$ cat src/rtl/fifo_stream_reader.sv
// fifo_stream_reader: read-side master for the 8-bit synchronous FIFO.
// Issues FIFO reads and captures the data one cycle later into a
// 3-entry skid buffer. The buffer is presented as a valid/ready byte
// stream, with a last-beat flag every BURST_LEN beats.
// Ports:
//   clk, rst          clock; asynchronous active-high reset
//   enable            permits new FIFO reads (buffered/in-flight data still drains)
//   fifo_empty        FIFO empty flag
//   fifo_dout         FIFO read data, valid the cycle after an accepted read
//   fifo_rd_en        FIFO read enable (combinational, independent of m_ready)
//   m_valid, m_data   output beat and its data
//   m_ready           downstream accept
//   m_last            final beat of the current burst
//   total_words       wrapping count of accepted beats
//   busy              buffer non-empty or read in flight
module fifo_stream_reader #(
    parameter int DATA_W    = 8,
    parameter int BURST_LEN = 16,
    parameter int CNT_W     = 16
) (
    input  logic              clk,
    input  logic              rst,
    input  logic              enable,
    input  logic              fifo_empty,
    input  logic [DATA_W-1:0] fifo_dout,
    output logic              fifo_rd_en,
    output logic              m_valid,
    output logic [DATA_W-1:0] m_data,
    input  logic              m_ready,
    output logic              m_last,
    output logic [CNT_W-1:0]  total_words,
    output logic              busy
);
    logic [DATA_W-1:0] mem [0:2];
    logic [1:0]        head;
    logic [1:0]        tail;
    logic [1:0]        buf_cnt;
    logic              inflight;
    logic [7:0]        beat_cnt;
    logic              push;
    logic              pop;

    function automatic logic [1:0] nxt(input logic [1:0] p);
        return (p == 2'd2) ? 2'd0 : p + 2'd1;
    endfunction

    // Reads in flight count against capacity so every issued read has a slot.
    assign fifo_rd_en = enable && !fifo_empty && !rst &&
                        (({1'b0, buf_cnt} + {2'b00, inflight}) < 3'd3);
    assign push       = inflight;
    assign m_valid    = buf_cnt != 2'd0;
    assign pop        = m_valid && m_ready;
    assign m_data     = mem[head];
    assign m_last     = m_valid && (beat_cnt == 8'(BURST_LEN - 1));
    assign busy       = m_valid || inflight;

    always_ff @(posedge clk or posedge rst) begin
        if (rst) begin
            mem         <= '{default: '0};
            head        <= '0;
            tail        <= '0;
            buf_cnt     <= '0;
            inflight    <= 1'b0;
            beat_cnt    <= '0;
            total_words <= '0;
        end else begin
            inflight <= fifo_rd_en;
            if (push) begin
                mem[tail] <= fifo_dout;
                tail      <= nxt(tail);
            end
            if (pop) begin
                head        <= nxt(head);
                beat_cnt    <= m_last ? 8'd0 : beat_cnt + 8'd1;
                total_words <= total_words + 1'b1;
            end
            if (push && !pop)
                buf_cnt <= buf_cnt + 2'd1;
            else if (pop && !push)
                buf_cnt <= buf_cnt - 2'd1;
        end
    end
endmodule

$ cat config.mk
export PLATFORM = sky130hd
export DESIGN_NAME = fifo_stream_reader
export DESIGN_NICKNAME = d
export VERILOG_FILES = /design/src/rtl/fifo_stream_reader.sv
export SDC_FILE = /design/constraint.sdc
export NUM_CORES = 1
export LEC_CHECK = 0
export CORE_MARGIN = 2
export CORE_UTILIZATION = 40
export DETAILED_ROUTE_END_ITERATION = 8
export GPL_ROUTABILITY_DRIVEN = 1
export PLACE_DENSITY = 0.62
export SYNTH_ARGS = -nofsm -noshare
export SYNTH_HDL_FRONTEND = slang
export SYNTH_SLANG_ARGS = --single-unit
export TNS_END_PERCENT = 1
$ cat constraint.sdc
create_clock -name clk -period 2.6 [get_ports clk]
set_clock_uncertainty 0.1 [all_clocks]
set_input_delay 0.26 -clock clk [delete_from_list [all_inputs] [get_ports clk]]
set_output_delay 0.26 -clock clk [all_outputs]
set_load 0.1 [all_outputs]
# Word level (Yosys, flattened, before mapping)
# Index checks and enable logic that the tools add are counted.
op_classes:
  eq_ne: 3
  muxes: 11
  n_lt_le_gt_ge: 4
  n_bitwise: 2
  n_reduce_logical: 15
  n_addsub: 7
op_table:
  columns: ["cell", "n"]
  rows:
  - ["two-way mux 8 bit", 4]
  - ["bitwise mux 24 bit", 1]
  - ["adder 16 x 1 -> 16 bit, second input constant", 1]
  - ["binary-select mux 8 bit (select 2 bit)", 1]
  - ["demux 8 bit (select 2 bit)", 1]
  - ["adder 8 x 1 -> 8 bit, second input constant", 1]
  - ["== test 8 x 4 -> 1 bit, second input constant", 1]
  - ["logical AND 1 bit", 8]
  - ["two-way mux 2 bit", 4]
  - ["adder 2 x 1 -> 2 bit, second input constant", 3]
  - [">= comparator 3 bit, second input constant", 2]
  - ["inverter 2 -> 3 bit", 2]
  - ["== test 2 bit, second input constant", 2]
  - ["zero test 1 bit", 4]
  - ["nonzero test 2 bit", 2]
  - ["adder 2 x 1 -> 3 bit", 1]
  - ["< comparator 3 x 1 -> 1 bit, second input constant", 1]
  - ["< comparator 3 x 2 -> 1 bit, second input constant", 1]
  - ["subtractor 2 x 1 -> 2 bit, second input constant", 1]
  - ["logical OR 1 bit", 1]
word_totals:
  register_bits: 55
  inputBits: 13
  word_cells: 51

# Longest topological paths before layout
depth:
  ltp_word: 6
  ltp_mapped: 9
  mapped_depth_nobuf: 7

# Least setup slack after synthesis
# OpenSTA, ideal clock, no wires.
synth_path:
  path_kind: "register to register"
  start: "register buf_cnt[0]"
  end: "register inflight"
  n_path_buf: 0
  t_arrival_ns: 2.883
  stages_incl_launch_ff: 5
  path_slack_ns: -0.670
  synth_period_minus_slack_ns: 3.270
  path_cell_list: "dfrtp_1 -> ha_1 -> ha_1 -> or4b_2 -> a21oi_1"
synth_via:
  elab_chain_len: 3
synth_rtl:
  columns: ["element", "line", "text"]
  rows:
  - ["start: declaration", "37", "logic [1:0] buf_cnt;"]
  - ["start signal: assignment", "78", "buf_cnt <= buf_cnt + 2'd1;"]
  - ["start signal: assignment", "80", "buf_cnt <= buf_cnt - 2'd1;"]
  - ["adder 2 x 1 -> 3 bit", "49", "(({1'b0, buf_cnt} + {2'b00, inflight}) < 3'd3);"]
  - ["< comparator 3 x 2 -> 1 bit", "49", null]
  - ["logical AND 1 bit", "48", "assign fifo_rd_en = enable && !fifo_empty && !rst &&"]
  - ["named net fifo_rd_en", "26", "output logic fifo_rd_en,"]
  - ["end signal: assignment", "67", "inflight <= fifo_rd_en;"]
  - ["end: declaration", "38", "logic inflight;"]
# The timed path passes the listed nets, and every way through them passes these cells.
# A chain may end at the register's enable or synchronous reset.

# Worst setup path after layout
layout_path:
  start: "register buf_cnt[0]"
  end: "output fifo_rd_en"
layout_via:
  elab_chain_len: 3
layout_rtl:
  columns: ["element", "line"]
  rows:
  - ["adder 2 x 1 -> 3 bit", "49"]
  - ["< comparator 3 x 2 -> 1 bit", "49"]
  - ["logical AND 1 bit", "48"]
  - ["end: declaration", "26"]
# Every way passes these cells.

==> impl_metrics.yaml <==
floorplan:
  fp.coreArea_um2: 6240
  die_h_um: 83.8
  die_x_um: 83.8
  dieArea_um2: 7020
  io_pins: 41
  rows: 29
  start_util_pct: 40.8
critical_path:
  cp_max_fo: 5
  rrSetupSlack_ns: 0.75
  endpoint_kind: "output pin"
  cp-start-kind: "register"
  worstPathArrival_ns: 2.17
  reg2regPathDepth: 4
  r2r-start: "buf_cnt[0]"
  reg2reg_to: "inflight"
  required_ns: 2.24
  crit_type: "reg2out"
route:
  routed_wirelength_mm: 4.53
  dr.first_iter.drc_count: 61
  ant_nets: 0
  drc_errors: 0
  firstDrtPassIters: 4
  avgRoutedWirePerCell_um: 13.7
  via_per_inst: 4.93
  vias: 1627
timing:
  fmax_mhz: 396
  finalCritPeriodShare_pct: 97.1
  timing.hold.ws_ns: 0.259
  hold_violations: 0
  finalSetupViolations: 0
  worst_pin_slew_ns: 0.597
  max-slew-margin-rel_pct: 60.1
  slew_violations: 0
  min_period_ns: 2.53
worst_hold_path:
  min_path_type: "in2async"
clocking:
  cts.sinks: 55
  clock_latency_ns: 0.31
  clock_path_buffers: 2
  cts_resized: 0
  cts-root-buf: "clkbuf_8"
  hold_buffers: 0
  htreeDepth: 2
  cts_buffers: 5
  tritoncts: "built"
  clk_pin_slew_ns: 0.09
  postCtsSetupBuffers: 0
status:
  status: "finished, final reports clean"
grt:
  grt_max_degree: 30
  grt_pass1_vias: 1551
  antenna_found_initial: 0
  overflow: 0
  track_usage_pct: 13.9
  grt_pass1_wl_mm: 7.78
synth:
  syn_avg_cell_area_um2: 12.2
  yosysUniqueCellTypes: 37
  yosysWarnings: 0
  yosysSeqAreaShare_pct: 54.1
  synth.cell_area_um2: 2550
  ys_seq_elements: 55
  syn_inst: 208
  syn-num-nets: 226
run:
  maxCapViolations: 0
placement:
  hpwlAfterDp_mm: 3.18
  placedInstanceArea_um2: 3070
  io_buffers: 40
  place_congestion: 0.676
finish:
  diodes: 0
  mostFrequentLayoutCells: "dfrtp_1, nand2_1, mux2_2"
  num-fill-cells: 571
  nets: 271
  layout_commonest_cell: "dfrtp_1"
  area_delta_synth_final_pct: 25.0
  drive_gt1_share_pct: 32.0
  final_area_um2: 3180
==> cell usage after synthesis <==
library cell,count,share of area [%]
inv_1,4,0.59
nand2_1,28,4.1
o21ai_1,2,0.39
or2_4,2,0.69
o311ai_1,1,0.34
nand4_1,5,1.2
xor2_1,7,2.4
a21o_1,1,0.29
a21oi_1,1,0.20
nand2b_1,1,0.25
ha_1,5,2.5
buf_4,1,0.29
nor2_4,2,0.88
nor2_1,4,0.59
nor2_2,2,0.49
mux2_1,1,0.44
mux2_2,24,11
and4_4,1,0.44
o21ai_0,10,2.0
or3_1,1,0.25
or3_2,1,0.29
or4b_2,1,0.39
and2_4,1,0.34
nand3_1,8,1.6
nor4_1,1,0.25
inv_12,1,0.64
buf_12,2,1.6
xor2_2,1,0.64
and3_1,3,0.74
mux2i_1,8,3.1
nor3_4,1,0.64
nor2b_1,1,0.25
clkbuf_1,3,0.44
dfrtp_1,55,54
or2_2,2,0.49
nor3_2,2,0.79
xnor2_1,14,4.8
==> final cells by class <==
type	instances	area, um^2	area share, %
Clock buffer	6	72.6	2.28
Clock inverter	1	30.0	0.943
Inverter	5	31.3	0.983
Multi-Input combinational cell	142	1090	34.3
Sequential cell	55	1380	43.2
Tap cell	77	96.3	3.03
Timing Repair Buffer	44	485	15.3
==> metal layers <==
| layer | vias up | share of wire [%] | global-route usage (%) |
|---|---|---|---|
| met4 | 0 | 1.1 | 4.40 |
| met1 | 791 | 50 | 20.4 |
| met5 | - | 0 | 0 |
| met3 | 5 | 4.0 | 3.46 |
| met2 | 29 | 45 | 20.3 |
| li1 | 802 | - | - |
==> stage by stage <==
stage / utilization (%) / setup TNS, ns / instances / setup slack, ns
finish: 51.0 / 0 / 330 / 0.0746
global route: 51.0 / -0.0141 / 330 / -0.0141
CTS: 50.9 / 0 / 330 / 0.0521
detailed placement: 49.2 / 0 / 323 / 0.409
global placement: 49.2 / 0 / 323 / 0.430
floorplan: - / -4.30 / 208 / -0.521
==> worst max-delay path: stages (launching register included) <==
cell,delay [ns]
dfrtp_1,0.44
ha_1,0.23
ha_1,0.18
or4b_2,0.64
a21oi_4,0.18
buf_12,0.19
==> sequential cells by signal, summed over array words and instances, names as in the netlist <==
signal       flops
beat_cnt         8
buf_cnt          2
head             2
inflight         1
mem             24
tail             2
total_words     16
==> how the worst max path moves through the flow <==
stage                           from         end  slack [ns]  cells after the start
after floorplan              head[1]   m_data[0]       -0.52                      3
after global placement    buf_cnt[0]  fifo_rd_en        0.43                      5
after detailed placement  buf_cnt[0]  fifo_rd_en        0.41                      5
after CTS                 buf_cnt[0]  fifo_rd_en        0.05                      5
after global routing      buf_cnt[0]  fifo_rd_en       -0.01                      5
final                     buf_cnt[0]  fifo_rd_en        0.07                      5
==> logic make-up (layout without fill, tap and decap cells) <==
kind of cell    count (synthesis)  count (layout)  share of synthesized area [%]
flops                          55              55                           54.1
fa+ha+maj                       5               5                           2.46
simple gates                   67              67                           14.7
buf+inv                        11              56                           3.54
xor+xnor                       22              22                           7.86
compound gates                 15              15                           3.19
mux                            33              33                           14.2
Power is left out: the tool's default activity adds up to more than one toggle a clock period on the data nets, which glitch-free logic cannot reach.
